### config.mk
export PLATFORM = sky130hd
export DESIGN_NAME = idelay3_drp_flat
export DESIGN_NICKNAME = d
export VERILOG_FILES = /design/src/rtl/idelay3_drp_if.sv /design/src/rtl/idelay3_drp.sv /design/src/flat_wrapper.sv
export SDC_FILE = /design/constraint.sdc
export NUM_CORES = 1
export LEC_CHECK = 0
export ABC_AREA = 1
export BUFFER_PORTS_ARGS = -buffer_cell sky130_fd_sc_hd__buf_2
export CAP_MARGIN = 20
export CELL_PAD_IN_SITES_DETAIL_PLACEMENT = 1
export CELL_PAD_IN_SITES_GLOBAL_PLACEMENT = 2
export CORE_ASPECT_RATIO = 2
export CORE_MARGIN = 2
export CORE_UTILIZATION = 33
export CTS_BUF_LIST = sky130_fd_sc_hd__clkbuf_8
export DETAILED_ROUTE_END_ITERATION = 6
export GPL_ROUTABILITY_DRIVEN = 0
export PLACE_DENSITY_LB_ADDON = 0.1
export SLEW_MARGIN = 20
export SYNTH_ARGS = -nofsm -noshare
export SYNTH_HDL_FRONTEND = slang
export SYNTH_SLANG_ARGS = --single-unit
export TNS_END_PERCENT = 10
### constraint.sdc
create_clock -name clk -period 2.55 [get_ports clk]
set_input_delay 0.3825 -clock clk [delete_from_list [all_inputs] [get_ports clk]]
set_output_delay 0.3825 -clock clk [all_outputs]
set_load 0.02 [all_outputs]
### src/rtl/idelay3_drp_if.sv
`default_nettype none
// ============================================================================
//  Module   : idelay3_drp_if
//  Purpose  : Register-port bundle between the multi-channel delay core and
//             one idelay3_drp channel (tap load / read-back handshake).
//  Signals  : read      - one-cycle request to capture the current tap value
//             change    - one-cycle request to load delay_in as the new tap
//             EN_VTC    - static preference: keep VTC on while idle
//             delay_in  - new tap value, sampled only when change is accepted
//             done      - one-cycle completion pulse (read or change)
//             delay_out - last captured tap value
//  Modports : master (core side), slave (channel side)
//  Revision : 1.0 - initial release
// ============================================================================
interface idelay3_drp_if;
    logic       read;
    logic       change;
    logic       EN_VTC;
    logic [8:0] delay_in;
    logic       done;
    logic [8:0] delay_out;

    modport master (
        output read,
        output change,
        output EN_VTC,
        output delay_in,
        input  done,
        input  delay_out
    );

    modport slave (
        input  read,
        input  change,
        input  EN_VTC,
        input  delay_in,
        output done,
        output delay_out
    );
endinterface
`default_nettype wire

### src/rtl/idelay3_drp.sv
`default_nettype none
// ============================================================================
//  Module   : idelay3_drp
//  Purpose  : One programmable input delay line (IDELAYE3, VAR_LOAD) with a
//             control FSM that loads a new 9-bit tap value under the VTC
//             handshake and reads back the current tap value.
//  Ports    : clk      - control clock, also the delay element clock
//             rst_n    - synchronous active-low reset
//             data_in  - signal to delay
//             data_out - delayed signal (combinational through the element)
//             bus      - idelay3_drp_if.slave register handshake
//  Params   : REFCLK_FREQUENCY - IDELAYCTRL reference clock in MHz
//             MODE             - delay format, "TIME" or "COUNT"
//  Revision : 1.0 - initial release
// ============================================================================
module idelay3_drp #(
    parameter real   REFCLK_FREQUENCY = 300.0,
    parameter string MODE             = "TIME"
) (
    input  wire logic          clk,
    input  wire logic          rst_n,
    input  wire logic          data_in,
    output wire logic          data_out,
    idelay3_drp_if.slave       bus
);

    localparam logic [2:0] S_IDLE         = 3'd0;
    localparam logic [2:0] S_VTC_OFF_WAIT = 3'd1;
    localparam logic [2:0] S_LOAD         = 3'd2;
    localparam logic [2:0] S_LOAD_WAIT    = 3'd3;
    localparam logic [2:0] S_CAPTURE      = 3'd4;
    localparam logic [2:0] S_VTC_ON_WAIT  = 3'd5;
    localparam logic [2:0] S_RD_CAPTURE   = 3'd6;

    // The element needs 10 clocks after VTC is dropped before a load, and
    // the same settling time is given after VTC is handed back.
    localparam logic [3:0] VTC_WAIT_LAST = 4'd9;
    // CNTVALUEOUT needs two clocks after LOAD before it is trustworthy.
    localparam logic [3:0] SETTLE_LAST   = 4'd1;

    // Configurations outside the element's legal range get no delay line.
    localparam bit CFG_OK = ((MODE == "TIME") || (MODE == "COUNT")) &&
                            (REFCLK_FREQUENCY >= 200.0) &&
                            (REFCLK_FREQUENCY <= 2667.0);

    logic [2:0] r_state;
    logic [3:0] r_cnt;
    logic       r_done;
    logic [8:0] r_delay_out;
    logic       r_load;
    logic       r_en_vtc;
    logic [8:0] r_latched;
    logic       r_prim_rst;
    logic [8:0] w_cntvalueout;

    assign bus.done      = r_done;
    assign bus.delay_out = r_delay_out;

    // Element reset is a registered copy of the FSM reset so both leave
    // reset on the same clock boundary.
    always_ff @(posedge clk) begin
        r_prim_rst <= !rst_n;
    end

    always_ff @(posedge clk) begin
        if (!rst_n) begin
            r_state     <= S_IDLE;
            r_cnt       <= 4'd0;
            r_done      <= 1'b0;
            r_delay_out <= 9'd0;
            r_load      <= 1'b0;
            r_en_vtc    <= bus.EN_VTC;
            r_latched   <= 9'd0;
        end else begin
            r_done <= 1'b0;
            r_load <= 1'b0;
            case (r_state)
                S_IDLE: begin
                    // change has priority; a simultaneous read is dropped
                    if (bus.change) begin
                        r_latched <= bus.delay_in;
                        r_en_vtc  <= 1'b0;
                        r_cnt     <= 4'd0;
                        r_state   <= S_VTC_OFF_WAIT;
                    end else begin
                        r_en_vtc <= bus.EN_VTC;
                        if (bus.read) begin
                            r_state <= S_RD_CAPTURE;
                        end
                    end
                end
                S_VTC_OFF_WAIT: begin
                    r_en_vtc <= 1'b0;
                    if (r_cnt == VTC_WAIT_LAST) begin
                        r_cnt   <= 4'd0;
                        // strobe is raised on entry so LOAD is high for
                        // exactly the one cycle spent in S_LOAD
                        r_load  <= 1'b1;
                        r_state <= S_LOAD;
                    end else begin
                        r_cnt <= r_cnt + 4'd1;
                    end
                end
                S_LOAD: begin
                    r_state <= S_LOAD_WAIT;
                end
                S_LOAD_WAIT: begin
                    if (r_cnt == SETTLE_LAST) begin
                        r_cnt   <= 4'd0;
                        r_state <= S_CAPTURE;
                    end else begin
                        r_cnt <= r_cnt + 4'd1;
                    end
                end
                S_CAPTURE: begin
                    r_delay_out <= w_cntvalueout;
                    r_en_vtc    <= bus.EN_VTC;
                    r_cnt       <= 4'd0;
                    r_state     <= S_VTC_ON_WAIT;
                end
                S_VTC_ON_WAIT: begin
                    if (r_cnt == VTC_WAIT_LAST) begin
                        r_cnt   <= 4'd0;
                        r_done  <= 1'b1;
                        r_state <= S_IDLE;
                    end else begin
                        r_cnt <= r_cnt + 4'd1;
                    end
                end
                S_RD_CAPTURE: begin
                    r_delay_out <= w_cntvalueout;
                    r_done      <= 1'b1;
                    r_state     <= S_IDLE;
                end
                default: begin
                    r_state <= S_IDLE;
                end
            endcase
        end
    end

    generate
        if (CFG_OK) begin : g_delay
`ifdef IDELAY3_DRP_UNISIM
            IDELAYE3 #(
                .CASCADE          ("NONE"),
                .DELAY_FORMAT     (MODE),
                .DELAY_SRC        ("IDATAIN"),
                .DELAY_TYPE       ("VAR_LOAD"),
                .DELAY_VALUE      (0),
                .IS_CLK_INVERTED  (1'b0),
                .IS_RST_INVERTED  (1'b0),
                .REFCLK_FREQUENCY (REFCLK_FREQUENCY),
                .SIM_DEVICE       ("ULTRASCALE"),
                .UPDATE_MODE      ("ASYNC")
            ) u_idelaye3 (
                .CASC_OUT    (),
                .CNTVALUEOUT (w_cntvalueout),
                .DATAOUT     (data_out),
                .CASC_IN     (1'b0),
                .CASC_RETURN (1'b0),
                .CE          (1'b0),
                .CLK         (clk),
                .CNTVALUEIN  (r_latched),
                .DATAIN      (1'b0),
                .EN_VTC      (r_en_vtc),
                .IDATAIN     (data_in),
                .INC         (1'b0),
                .LOAD        (r_load),
                .RST         (r_prim_rst)
            );
`else
            // Behavioural stand-in for the element: tap register in COUNT
            // units, loadable only while VTC is off, cleared by the element
            // reset. The analogue delay itself is not modelled.
            logic [8:0] r_tap;

            always_ff @(posedge clk) begin
                if (r_prim_rst) begin
                    r_tap <= 9'd0;
                end else if (r_load && !r_en_vtc) begin
                    r_tap <= r_latched;
                end
            end

            assign w_cntvalueout = r_tap;
            assign data_out      = data_in;
`endif
        end else begin : g_bad_cfg
            assign w_cntvalueout = r_latched;
            assign data_out      = data_in;
        end
    endgenerate

endmodule
`default_nettype wire

### src/flat_wrapper.sv
// flat-port wrapper written by rule: the top's interface ports become plain ports
module idelay3_drp_flat 
#(
    parameter real   REFCLK_FREQUENCY = 300.0,
    parameter string MODE             = "    "
)
  (clk, rst_n, data_in, data_out, bus_read, bus_change, bus_EN_VTC, bus_delay_in, bus_done, bus_delay_out);
  idelay3_drp_if bus_i ();
  input  wire logic clk;
  input  wire logic rst_n;
  input  wire logic data_in;
  output wire logic data_out;
  input wire logic [$bits(bus_i.read)-1:0] bus_read;
  input wire logic [$bits(bus_i.change)-1:0] bus_change;
  input wire logic [$bits(bus_i.EN_VTC)-1:0] bus_EN_VTC;
  input wire logic [$bits(bus_i.delay_in)-1:0] bus_delay_in;
  output wire logic [$bits(bus_i.done)-1:0] bus_done;
  output wire logic [$bits(bus_i.delay_out)-1:0] bus_delay_out;
  assign bus_i.read = bus_read;
  assign bus_i.change = bus_change;
  assign bus_i.EN_VTC = bus_EN_VTC;
  assign bus_i.delay_in = bus_delay_in;
  assign bus_done = bus_i.done;
  assign bus_delay_out = bus_i.delay_out;
  idelay3_drp #(.REFCLK_FREQUENCY(REFCLK_FREQUENCY), .MODE(MODE)) u_core (.clk(clk), .rst_n(rst_n), .data_in(data_in), .data_out(data_out), .bus(bus_i));
endmodule
==> qor.txt, run 1 <==
Status - complete, no violations
Max Fanout on Critical Path - 18
Clock tree skew after final layout - 0.005982 ns
Area of the die - 4046 µm²
Critical path cell sequence - nor3_2 -> nand2_2 -> o21ai_0 -> a21oi_1
Number of DRC markers after the initial detailed-route iteration - 8
Net Sw Frac - 40.54%
Portion of the post-synthesis area used by sequential elements - 44.73%
Max Slew Vio Count - 0
Worst Hold Margin - 0.3949 ns
CP max stage delay - 0.42 ns
Synth Warn # - 0
Worst Hold Depth - 3
Number of input and output port buffers inserted - 22
Internal power consumption - 0.8274 mW
Antenna diode count - 0
Most area-hungry cell type in the Yosys netlist - sky130_fd_sc_hd__dfxtp_1
Cell variety after synth - 22
Sort of element at the end of the critical path - flip-flop
FF+latch count, synth - 26
Worst Hold Launch - bus_delay_in[4]
Period utilisation layout - 53.49%
Top-level I/O count - 26
Vias after detailed routing - 1026
Via count of the first global-routing pass - 1124
Primary flip-flop cell chosen by synthesis mapping - sky130_fd_sc_hd__dfxtp_1
First-pass GRT wire length - 4.774 mm
Share of total power in combinational logic - 37.6%
Hold_buf cts - 0
GRT Total Usage - 15.73%
DRT antenna net count - 0
Setup slack of the worst register-to-register path - 1.19 ns
Source-to-sink clock delay at the later pin of the worst-skew pair - 0.27 ns
Detailed placer's ending HPWL - 2.113 mm
Cell count of the worst reg-to-reg path - 4
Seq. cell area - 520.5 µm²
Wire length reported by the detailed router - 2.658 mm
Setup repair after global routing missed its margin - no
Sw Pwr - 0.5642 mW
Share of total power in the clock network - 19.1%
Wire per inst - 13.16 µm
Power per standard cell area - 1063 nW/µm²
Clock transition at path regs - 0.09 ns
Static leakage - 0.6003 nW
First-pass iteration count of the detailed router - 3
Largest vdd supply drop - 0.4677 mV
Final critical path time including I/O delays and setup - 1.364 ns
Width of the chip - 45.99 µm
Initial Util - 34.44%
Crit path DAT - 1.52 ns
Type of origin of the critical path - flip-flop
Maximum buffer depth of the clock tree - 2
Timing-limited maximum frequency - 733.2 MHz
Number of nets in the synthesized netlist - 167
Multi-input combinational cell area - 500.5 µm²
Largest cells by area after synthesis - sky130_fd_sc_hd__dfxtp_1 45%, sky130_fd_sc_hd__a21oi_1 9.0%, sky130_fd_sc_hd__o21ai_0 9.0%
FF-to-FF End - u_core.r_latched[0]$_SDFFE_PN0P_
Die height - 87.98 µm
Mapped Cells - 150
WHS Endpoint - u_core.r_latched[4]$_SDFFE_PN0P_
Required time reported for the critical path endpoint - 2.70 ns
Critical Path Slowest Stage Cell - sky130_fd_sc_hd__dfxtp_1
Net count reported at finish - 188
Synthesized area per cell - 7.757 µm²
Max-slew headroom at the worst pin - 75.40%
Summed area of non-filler cells in the final layout - 1309 µm²
Via density - 5.079
Deepest level of the CTS H-tree - 1
Post-route DRC violation count - 0
Number of enable-type register cells in the synthesized netlist - 0
Leading cell types by count after synthesis - 26 x sky130_fd_sc_hd__dfxtp_1, 21 x sky130_fd_sc_hd__a21oi_1, 21 x sky130_fd_sc_hd__o21ai_0
Mapped cell area - 1164 µm²
Placeable core region - 3378 µm²
Setup TNS - 0 ns
Share of post-route cells with drive strength above 1 - 21.18%
Number of gates resized after cts - 0
Post-CTS Setup Inserts - 0
Async set-or-reset flop fraction in the synthesized netlist - 0%
Reg-to-reg critical path startpoint - u_core.r_state[1]$_SDFFE_PN0P_
Clock root cell - sky130_fd_sc_hd__clkbuf_8
Number of antenna violations at the first check in global routing - 0
Actual slew at the worst max-slew pin - 0.3682 ns
Number of buffers added by the clock tree synthesis step - 3
Power share of the sequential group - 43.3%
Max cap viols - 0
Kind of critical path - reg2reg
Site Rows - 30
Total congestion overflow - 0
Final hold violation count - 0
TritonCTS clock tree - yes
FILL cells - 452
Area Overhead vs Synth - 12.47%
Worst min path class - in2reg
Most common cell in the netlist - sky130_fd_sc_hd__dfxtp_1
Yosys top cell area share - 44.73%
Setup-failing EPs final - 0
DP Area - 1254 µm²
Clock tree sinks - 26
Maximum number of pins on one net before global-route repair - 24
[final cells by class]
class                   instances  share of cell area (%)
flip-flops and latches         26                   39.77
multi-input cells              96                   38.24
repair buffers                 22                   8.413
inverters                      22                   6.310
clock buffers                   4                   4.206
well taps                      32                   3.059
[how the worst max path moves through the flow]
stage	startpoint	to	slack, ns	cells past startpoint
6_report	u_core.r_state[1]$_SDFFE_PN0P_	u_core.r_latched[0]$_SDFFE_PN0P_	1.19	4
5_1_grt	u_core.r_state[1]$_SDFFE_PN0P_	u_core.r_latched[0]$_SDFFE_PN0P_	1.01	4
2_1_floorplan	u_core.r_state[1]$_SDFFE_PN0P_	u_core.r_latched[0]$_SDFFE_PN0P_	1.39	6
3_3_place_gp	bus_change	u_core.r_latched[5]$_SDFFE_PN0P_	1.23	6
4_1_cts	u_core.r_state[1]$_SDFFE_PN0P_	u_core.r_latched[0]$_SDFFE_PN0P_	1.14	4
3_5_place_dp	bus_change	u_core.r_latched[0]$_SDFFE_PN0P_	1.13	6
[metal layers]
layer,routed length (µm),global-route usage [%]
met5,0,0
met4,44,6.234
met3,68,1.856
met2,1517,28.41
met1,1028,17.56
[worst max-delay path, delay by kind of cell, from the launching register on]
kind             cells  cell delay [ns]
AO/OA/AOI/OAI        2             0.33
AND/OR/NAND/NOR      2             0.50
flip-flops           1             0.42
[cells in the final DEF (no fill, tap or decap)]
cell type                  Yosys  routed
sky130_fd_sc_hd__inv_1        20      20
sky130_fd_sc_hd__nand2_1      18      18
sky130_fd_sc_hd__nand2_2       3       3
sky130_fd_sc_hd__a211oi_1      1       1
sky130_fd_sc_hd__a21o_1        1       1
sky130_fd_sc_hd__inv_2         2       2
sky130_fd_sc_hd__nor3_2        1       1
sky130_fd_sc_hd__xor2_1        1       1
sky130_fd_sc_hd__o21ai_0      21      21
sky130_fd_sc_hd__nor2_4        2       2
sky130_fd_sc_hd__nand3b_1      3       3
sky130_fd_sc_hd__nand4_1       1       1
sky130_fd_sc_hd__nor2_1       11      11
sky130_fd_sc_hd__dfxtp_1      26      26
sky130_fd_sc_hd__ha_1          2       2
sky130_fd_sc_hd__nor2_2        2       2
sky130_fd_sc_hd__nand3_1       8       8
sky130_fd_sc_hd__buf_2         0      22
sky130_fd_sc_hd__clkbuf_8      0       4
sky130_fd_sc_hd__a21oi_1      21      21
[through the flow]
stage / worst slack, ns / instances / power (mW) / utilization, %
6_report: 1.186 / 202 / 1.392 / 38.74
5_1_grt: 1.014 / 202 / 1.530 / 38.74
4_1_cts: 1.144 / 202 / 1.416 / 38.74
3_5_place_dp: 1.125 / 198 / 1.149 / 37.11
3_3_place_gp: 1.229 / 198 / 1.122 / 37.11
2_1_floorplan: 1.392 / 150 / 1.027 / -
[cell families (layout without fill, tap and decap cells)]
| group | Yosys count | in the layout | share of synthesized area [%] |
|---|---|---|---|
| and+or+nand+nor | 49 | 49 | 20.75 |
| AOI/OAI and AO/OA | 44 | 44 | 19.36 |
| buffers and inverters | 28 | 48 | 12.26 |
| DFF | 26 | 26 | 44.73 |
| adders and majority gates | 2 | 2 | 2.150 |
| xor gates and xnor gates | 1 | 1 | 0.7528 |
[registers in the layout, summed over array words and instances, names as in the netlist]
| register | count |
|---|---|
| u_core.r_state | 3 |
| u_core.bus.delay_out | 9 |
| u_core.bus.done | 1 |
| u_core.r_cnt | 4 |
| u_core.r_latched | 9 |
[power by group through the flow]
stage	clock (mW)	sequential (mW)	combinational (mW)
after global routing	0.297	0.622	0.610
after global placement	0	0.608	0.514
final	0.265	0.603	0.524
after CTS	0.273	0.606	0.537
after detailed placement	0	0.613	0.536
after floorplan	0	0.641	0.386
Power figures use the tool's default switching activity.
==> run 2, diff against run 1 <==
--- a/config.mk
+++ b/config.mk
@@ -12,7 +12,7 @@
 export CELL_PAD_IN_SITES_GLOBAL_PLACEMENT = 2
 export CORE_ASPECT_RATIO = 2
 export CORE_MARGIN = 2
-export CORE_UTILIZATION = 33
+export CORE_UTILIZATION = 28
 export CTS_BUF_LIST = sky130_fd_sc_hd__clkbuf_8
 export DETAILED_ROUTE_END_ITERATION = 6
 export GPL_ROUTABILITY_DRIVEN = 0
==> constraint.sdc (replaced) <==
create_clock -name clk -period 1.1 [get_ports clk]
set_input_delay 0.165 -clock clk [delete_from_list [all_inputs] [get_ports clk]]
set_output_delay 0.165 -clock clk [all_outputs]
set_load 0.02 [all_outputs]
==> qor.txt, run 2 (synthesis results as in run 1) <==
Via count of the first global-routing pass - 1158 (was 1124)
Clock tree sinks - 26 (unchanged)
Site Rows - 33 (was 30)
Area Overhead vs Synth - 38.92% (was 12.47%)
Clock root cell - sky130_fd_sc_hd__clkbuf_8 (unchanged)
Final critical path time including I/O delays and setup - 1.154 ns (was 1.364 ns)
Kind of critical path - reg2reg (unchanged)
Die height - 95.17 µm (was 87.98 µm)
Total congestion overflow - 0 (unchanged)
Post-route DRC violation count - 0 (unchanged)
Total power consumption of the routed design - 3.757 mW (was 1.392 mW)
Max cap viols - 0 (unchanged)
Share of post-route cells with drive strength above 1 - 38.50% (was 21.18%)
Source-to-sink clock delay at the later pin of the worst-skew pair - 0.27 ns (about the same)
Worst Hold Depth - 3 (unchanged)
First-pass GRT wire length - 5.050 mm (was 4.774 mm)
DRT antenna net count - 0 (unchanged)
Wire length reported by the detailed router - 3.046 mm (was 2.658 mm)
Reg-to-reg critical path startpoint - u_core.r_state[0]$_SDFFE_PN0P_ (was u_core.r_state[1]$_SDFFE_PN0P_)
Sort of element at the end of the critical path - flip-flop (unchanged)
Period utilisation layout - 104.9% (was 53.49%)
Number of non-filler instances in the completed layout - 239 (was 202)
Status - complete, but fails checks (was complete, no violations)
Max Fanout on Critical Path - 4 (was 18)
Number of buffers added by the clock tree synthesis step - 3 (unchanged)
Max Slew Vio Count - 0 (unchanged)
Worst min path class - in2reg (unchanged)
FF-to-FF End - u_core.r_state[2]$_SDFFE_PN0P_ (was u_core.r_latched[0]$_SDFFE_PN0P_)
Vias after detailed routing - 1118 (was 1026)
Summed area of non-filler cells in the final layout - 1617 µm² (was 1309 µm²)
Detailed placer's ending HPWL - 2.244 mm (was 2.113 mm)
Antenna diode count - 0 (unchanged)
Setup-failing EPs final - 14 (was 0)
Setup slack of the worst register-to-register path - -0.05 ns (was 1.19 ns)
Via density - 4.678 (was 5.079)
Initial Util - 28.76% (was 34.44%)
Maximum number of pins on one net before global-route repair - 24 (unchanged)
FILL cells - 538 (was 452)
TritonCTS clock tree - yes (unchanged)
Static leakage - 0.7127 nW (was 0.6003 nW)
Largest vdd supply drop - 0.9969 mV (was 0.4677 mV)
Final hold violation count - 0 (unchanged)
Type of origin of the critical path - flip-flop (unchanged)
Hold_buf cts - 0 (unchanged)
Critical path startpoint - u_core.r_state[0]$_SDFFE_PN0P_ (was u_core.r_state[1]$_SDFFE_PN0P_)
Highest-count cells in the layout ignoring fill and taps - 22 x sky130_fd_sc_hd__buf_2, 21 x sky130_fd_sc_hd__dfxtp_1, 20 x sky130_fd_sc_hd__a21oi_1 (was 26 x sky130_fd_sc_hd__dfxtp_1, 22 x sky130_fd_sc_hd__buf_2, 21 x sky130_fd_sc_hd__o21ai_0, 21 x sky130_fd_sc_hd__a21oi_1, 20 x sky130_fd_sc_hd__inv_1)
GRT Total Usage - 13.91% (was 15.73%)
Clock transition at path regs - 0.09 ns (about the same)
Maximum buffer depth of the clock tree - 2 (unchanged)
Number of DRC markers after the initial detailed-route iteration - 7 (was 8)
Setup TNS - -0.3977 ns (was 0 ns)
Cell count of the worst reg-to-reg path - 7 (was 4)
Worst setup slack after layout - -0.05387 ns (was 1.186 ns)
Required time reported for the critical path endpoint - 1.30 ns (was 2.70 ns)
First-pass iteration count of the detailed router - 4 (was 3)
Timing-limited maximum frequency - 866.6 MHz (was 733.2 MHz)
Number of antenna violations at the first check in global routing - 0 (unchanged)
Area of the die - 4719 µm² (was 4046 µm²)
Max-slew headroom at the worst pin - 73.49% (was 75.40%)
Violated checks - negative setup slack
Worst Hold Launch - bus_delay_in[6] (was bus_delay_in[4])
Wire per inst - 12.74 µm (was 13.16 µm)
Number of input and output port buffers inserted - 22 (unchanged)
DP Area - 1424 µm² (was 1254 µm²)
Width of the chip - 49.59 µm (was 45.99 µm)
Leading cell type in the layout, fill and taps excluded - sky130_fd_sc_hd__buf_2 (was sky130_fd_sc_hd__dfxtp_1)
Actual slew at the worst max-slew pin - 0.3976 ns (was 0.3682 ns)
Power per standard cell area - 2324 nW/µm² (was 1063 nW/µm²)
Placeable core region - 4046 µm² (was 3378 µm²)
Net count reported at finish - 206 (was 188)
Setup repair after global routing missed its margin - yes (was no)
Clock tree skew after final layout - 0.006773 ns (was 0.005982 ns)
WHS Endpoint - u_core.r_latched[6]$_SDFFE_PN0P_ (was u_core.r_latched[4]$_SDFFE_PN0P_)
Cell Count Post-Placement - 234 (was 198)
Top-level I/O count - 26 (unchanged)
Crit path DAT - 1.36 ns (was 1.52 ns)
Deepest level of the CTS H-tree - 1 (unchanged)
## run 2: report_power, final
group / total [mW] / switching [mW] / internal, mW
Combinational: 1.81 / 1.06 / 0.752
Sequential: 1.41 / 0.180 / 1.23
Clock: 0.536 / 0.291 / 0.245
Total: 3.76 / 1.53 / 2.23
## run 2: worst max-delay path: stages, from the launching register on
cell                      delay, ns
sky130_fd_sc_hd__dfxtp_4       0.38
sky130_fd_sc_hd__buf_6         0.12
sky130_fd_sc_hd__nand2_4       0.05
sky130_fd_sc_hd__buf_4         0.13
sky130_fd_sc_hd__buf_4         0.12
sky130_fd_sc_hd__o21ai_0       0.14
sky130_fd_sc_hd__nor2_1        0.06
sky130_fd_sc_hd__nor2_1        0.09
## run 2: how the worst max path moves through the flow
| stage | end | slack, ns | depth (start not counted) |
|---|---|---|---|
| 2_1_floorplan | u_core.r_cnt[3]$_SDFFE_PN0P_ | -0.01 | 8 |
| 3_3_place_gp | u_core.r_latched[8]$_SDFFE_PN0P_ | -0.12 | 4 |
| 3_5_place_dp | u_core.bus.delay_out[0]$_SDFFE_PN0P_ | -0.17 | 6 |
| 4_1_cts | u_core.bus.done$_SDFF_PN0_ | -0.07 | 5 |
| 6_report | u_core.r_state[2]$_SDFFE_PN0P_ | -0.05 | 7 |
| 5_1_grt | u_core.r_cnt[0]$_SDFFE_PN0P_ | -0.15 | 7 |
## run 2: per-stage QoR
step / utilization, % / setup slack [ns] / hold slack (ns)
after detailed placement: 35.19 / -0.1684 / 0.3301
after CTS: 39.52 / -0.07345 / 0.1548
after global placement: 35.19 / -0.1222 / 0.3301
after floorplan: - / -0.01487 / 0.3034
after global routing: 39.95 / -0.1505 / 0.1873
final: 39.95 / -0.05387 / 0.1578
## run 2: area by class of cell
type	count	area (µm²)	area share, %
multi-input cells	96	623.1	38.54
flip-flops and latches	26	534.3	33.05
repair buffers	40	265.3	16.41
inverters	22	87.58	5.418
well taps	52	65.06	4.025
clock buffers	3	41.29	2.554
## run 2: routing by layer
layer / vias up / global-route usage, % / share of wire (%)
li1: 561 / - / -
met1: 540 / 13.98 / 38
met2: 15 / 27.67 / 59
met3: 2 / 1.881 / 2.5
met4: 0 / 5.556 / 1.2
met5: - / 0 / 0
## run 2: repair_timing
action / 4_1_cts / 5_1_grt
endpoints found under the setup margin: 26 / 26
resized for setup: 41 / 5
pin swaps: 11 / 6
setup buffers: 1 / 1
==> run 3, diff against run 2 <==
--- a/config.mk
+++ b/config.mk
@@ -11,7 +11,6 @@
 export CELL_PAD_IN_SITES_DETAIL_PLACEMENT = 1
 export CELL_PAD_IN_SITES_GLOBAL_PLACEMENT = 2
 export CORE_ASPECT_RATIO = 2
-export CORE_MARGIN = 2
 export CORE_UTILIZATION = 28
 export CTS_BUF_LIST = sky130_fd_sc_hd__clkbuf_8
 export DETAILED_ROUTE_END_ITERATION = 6
==> qor.txt, run 3 (synthesis results as in run 1) <==
Required time reported for the critical path endpoint - 1.31 ns (was 1.30 ns)
Max cap viols - 0 (unchanged)
Placeable core region - 3924 µm² (was 4046 µm²)
Post-route DRC violation count - 0 (unchanged)
Setup-failing EPs final - 16 (was 14)
Number of DRC markers after the initial detailed-route iteration - 12 (was 7)
Total congestion overflow - 0 (unchanged)
Max Fanout on Critical Path - 4 (unchanged)
GRT Total Usage - 17.36% (was 13.91%)
Timing-limited maximum frequency - 857.4 MHz (was 866.6 MHz)
Share of total power in combinational logic - 51.0% (was 48.1%)
First-pass GRT wire length - 5.568 mm (was 5.050 mm)
Power per standard cell area - 2295 nW/µm² (was 2324 nW/µm²)
Setup repair after global routing missed its margin - yes (unchanged)
Via density - 4.740 (was 4.678)
DRT antenna net count - 0 (unchanged)
Critical Path Slowest Stage Cell - sky130_fd_sc_hd__dfxtp_2 (was sky130_fd_sc_hd__dfxtp_4)
Initial Util - 29.66% (was 28.76%)
Violated checks - negative setup slack (unchanged)
Static leakage - 0.7438 nW (was 0.7127 nW)
Number of input and output port buffers inserted - 22 (unchanged)
Vias after detailed routing - 1147 (was 1118)
Family with the most delay on the worst path - simple AND/OR/NAND/NOR gates (was flip-flops)
Critical path cell sequence - inv_2 -> ha_4 -> nand3_4 -> nand2_4 -> nand3_4 -> nand2_2 -> nand2_2 -> nor2_2 (was buf_6 -> nand2_4 -> buf_4 -> buf_4 -> o21ai_0 -> nor2_1 -> nor2_1)
Leading cell type in the layout, fill and taps excluded - sky130_fd_sc_hd__buf_2 (unchanged)
Number of buffers added by the clock tree synthesis step - 3 (unchanged)
Clock tree skew after final layout - 0.004095 ns (was 0.006773 ns)
Worst min path class - in2reg (unchanged)
Met1 GRT Util - 16.79% (was 13.98%)
Area of the die - 4433 µm² (was 4719 µm²)
Final core utilization - 43.97% (was 39.95%)
Number of antenna violations at the first check in global routing - 0 (unchanged)
Type of origin of the critical path - flip-flop (unchanged)
Most Crowded Layer GR - met2 (unchanged)
CP max stage delay - 0.34 ns (was 0.38 ns)
Period utilisation layout - 106.0% (was 104.9%)
Share of total power in the clock network - 13.3% (was 14.3%)
Source-to-sink clock delay at the later pin of the worst-skew pair - 0.26 ns (was 0.27 ns)
Final hold violation count - 0 (unchanged)
Width of the chip - 47.59 µm (was 49.59 µm)
Sort of element at the end of the critical path - flip-flop (unchanged)
Wire per inst - 13.80 µm (was 12.74 µm)
Global-route met3 utilization - 2.124% (was 1.881%)
Power share of the sequential group - 35.7% (was 37.6%)
Deepest level of the CTS H-tree - 1 (unchanged)
Top-level I/O count - 26 (unchanged)
Die height - 93.17 µm (was 95.17 µm)
Largest vdd supply drop - 1.327 mV (was 0.9969 mV)
Crit path DAT - 1.37 ns (was 1.36 ns)
Actual slew at the worst max-slew pin - 0.1990 ns (was 0.3976 ns)
Max-slew headroom at the worst pin - 86.59% (was 73.49%)
Sw Pwr - 1.662 mW (was 1.528 mW)
Detailed placer's ending HPWL - 2.328 mm (was 2.244 mm)
Max Slew Vio Count - 0 (unchanged)
Net Sw Frac - 41.97% (was 40.66%)
Setup TNS - -0.4009 ns (was -0.3977 ns)
Worst Path Buf+Inv - 1 (was 3)
Global Route met2 Usage - 33.45% (was 27.67%)
Net count reported at finish - 210 (was 206)
First-pass iteration count of the detailed router - 4 (unchanged)
Status - complete, but fails checks (unchanged)
Wire length reported by the detailed router - 3.339 mm (was 3.046 mm)
Clock tree sinks - 26 (unchanged)
Via count of the first global-routing pass - 1269 (was 1158)
Worst setup slack after layout - -0.06633 ns (was -0.05387 ns)
Area Overhead vs Synth - 48.28% (was 38.92%)
Share of post-route cells with drive strength above 1 - 45.03% (was 38.50%)
Clock transition at path regs - 0.09 ns (about the same)
Highest-count cells in the layout ignoring fill and taps - 22 x sky130_fd_sc_hd__buf_2, 21 x sky130_fd_sc_hd__dfxtp_1, 19 x sky130_fd_sc_hd__inv_1 (was 22 x sky130_fd_sc_hd__buf_2, 21 x sky130_fd_sc_hd__dfxtp_1, 20 x sky130_fd_sc_hd__a21oi_1)
Antenna diode count - 0 (unchanged)
Final critical path time including I/O delays and setup - 1.166 ns (was 1.154 ns)
Maximum buffer depth of the clock tree - 2 (unchanged)
Kind of critical path - reg2reg (unchanged)
Maximum number of pins on one net before global-route repair - 19 (was 24)
TritonCTS clock tree - yes (unchanged)
Clock root cell - sky130_fd_sc_hd__clkbuf_8 (unchanged)
Site Rows - 32 (was 33)
Internal power consumption - 2.298 mW (was 2.230 mW)
run 3: worst register-to-register path, cell delays in order (launching register included):
cell	delay [ns]
sky130_fd_sc_hd__dfxtp_2	0.34
sky130_fd_sc_hd__inv_2	0.07
sky130_fd_sc_hd__ha_4	0.17
sky130_fd_sc_hd__nand3_4	0.10
sky130_fd_sc_hd__nand2_4	0.11
sky130_fd_sc_hd__nand3_4	0.10
sky130_fd_sc_hd__nand2_2	0.08
sky130_fd_sc_hd__nand2_2	0.04
sky130_fd_sc_hd__nor2_2	0.09
run 3: worst paths after layout:
kind / endpoint / slack [ns] / start / cells past startpoint
min: u_core.r_latched[1]$_SDFFE_PN0P_ / 0.16 / bus_delay_in[1] / 3
max: u_core.r_state[1]$_SDFFE_PN0P_ / -0.07 / u_core.r_cnt[1]$_SDFFE_PN0P_ / 8
max reg2reg: u_core.r_state[1]$_SDFFE_PN0P_ / -0.07 / u_core.r_cnt[1]$_SDFFE_PN0P_ / 8
min reg2reg: u_core.bus.delay_out[7]$_SDFFE_PN0P_ / 0.46 / u_core.r_latched[7]$_SDFFE_PN0P_ / 2
run 3: metrics by stage:
step           power (mW)  std cells  instance area [µm²]  setup WS (ns)  hold slack (ns)
6_report            3.960        242                 1725       -0.06633           0.1645
5_1_grt             4.264        242                 1725        -0.1460           0.1739
4_1_cts             3.844        242                 1630       -0.07586           0.1630
3_5_place_dp        2.961        234                 1430        -0.1418           0.3301
3_3_place_gp        2.905        234                 1430       -0.09586           0.3301
2_1_floorplan       2.419        150                 1176       -0.01487           0.3034
run 3: metal layers:
| metal | share of wire, % | wire, µm |
|---|---|---|
| met1 | 36 | 1211 |
| met2 | 60 | 2004 |
| met3 | 1.8 | 59 |
| met4 | 1.9 | 64 |
| met5 | 0 | 0 |
run 3: power groups by stage:
stage	clock network (mW)	logic [mW]	registers, mW
final	0.527	2.02	1.41
after global routing	0.579	2.23	1.45
after CTS	0.545	1.90	1.40
after detailed placement	0	1.56	1.40
after global placement	0	1.52	1.39
after floorplan	0	0.924	1.49
run 3: layout make-up:
type	count	area, µm²
clock buffers	3	41.29
well taps	51	63.81
fillers	510	2198
multi-input cells	98	704.4
flip-flops and latches	26	534.3
inverters	22	85.08
repair buffers	42	296.5
run 3: repair_timing:
action	4_1_cts	5_1_grt
gates cloned	2	0
endpoints found under the setup margin	26	26
gates resized for setup	35	21
pin swaps	9	13
setup buffers	3	0
hold buffers	0	0
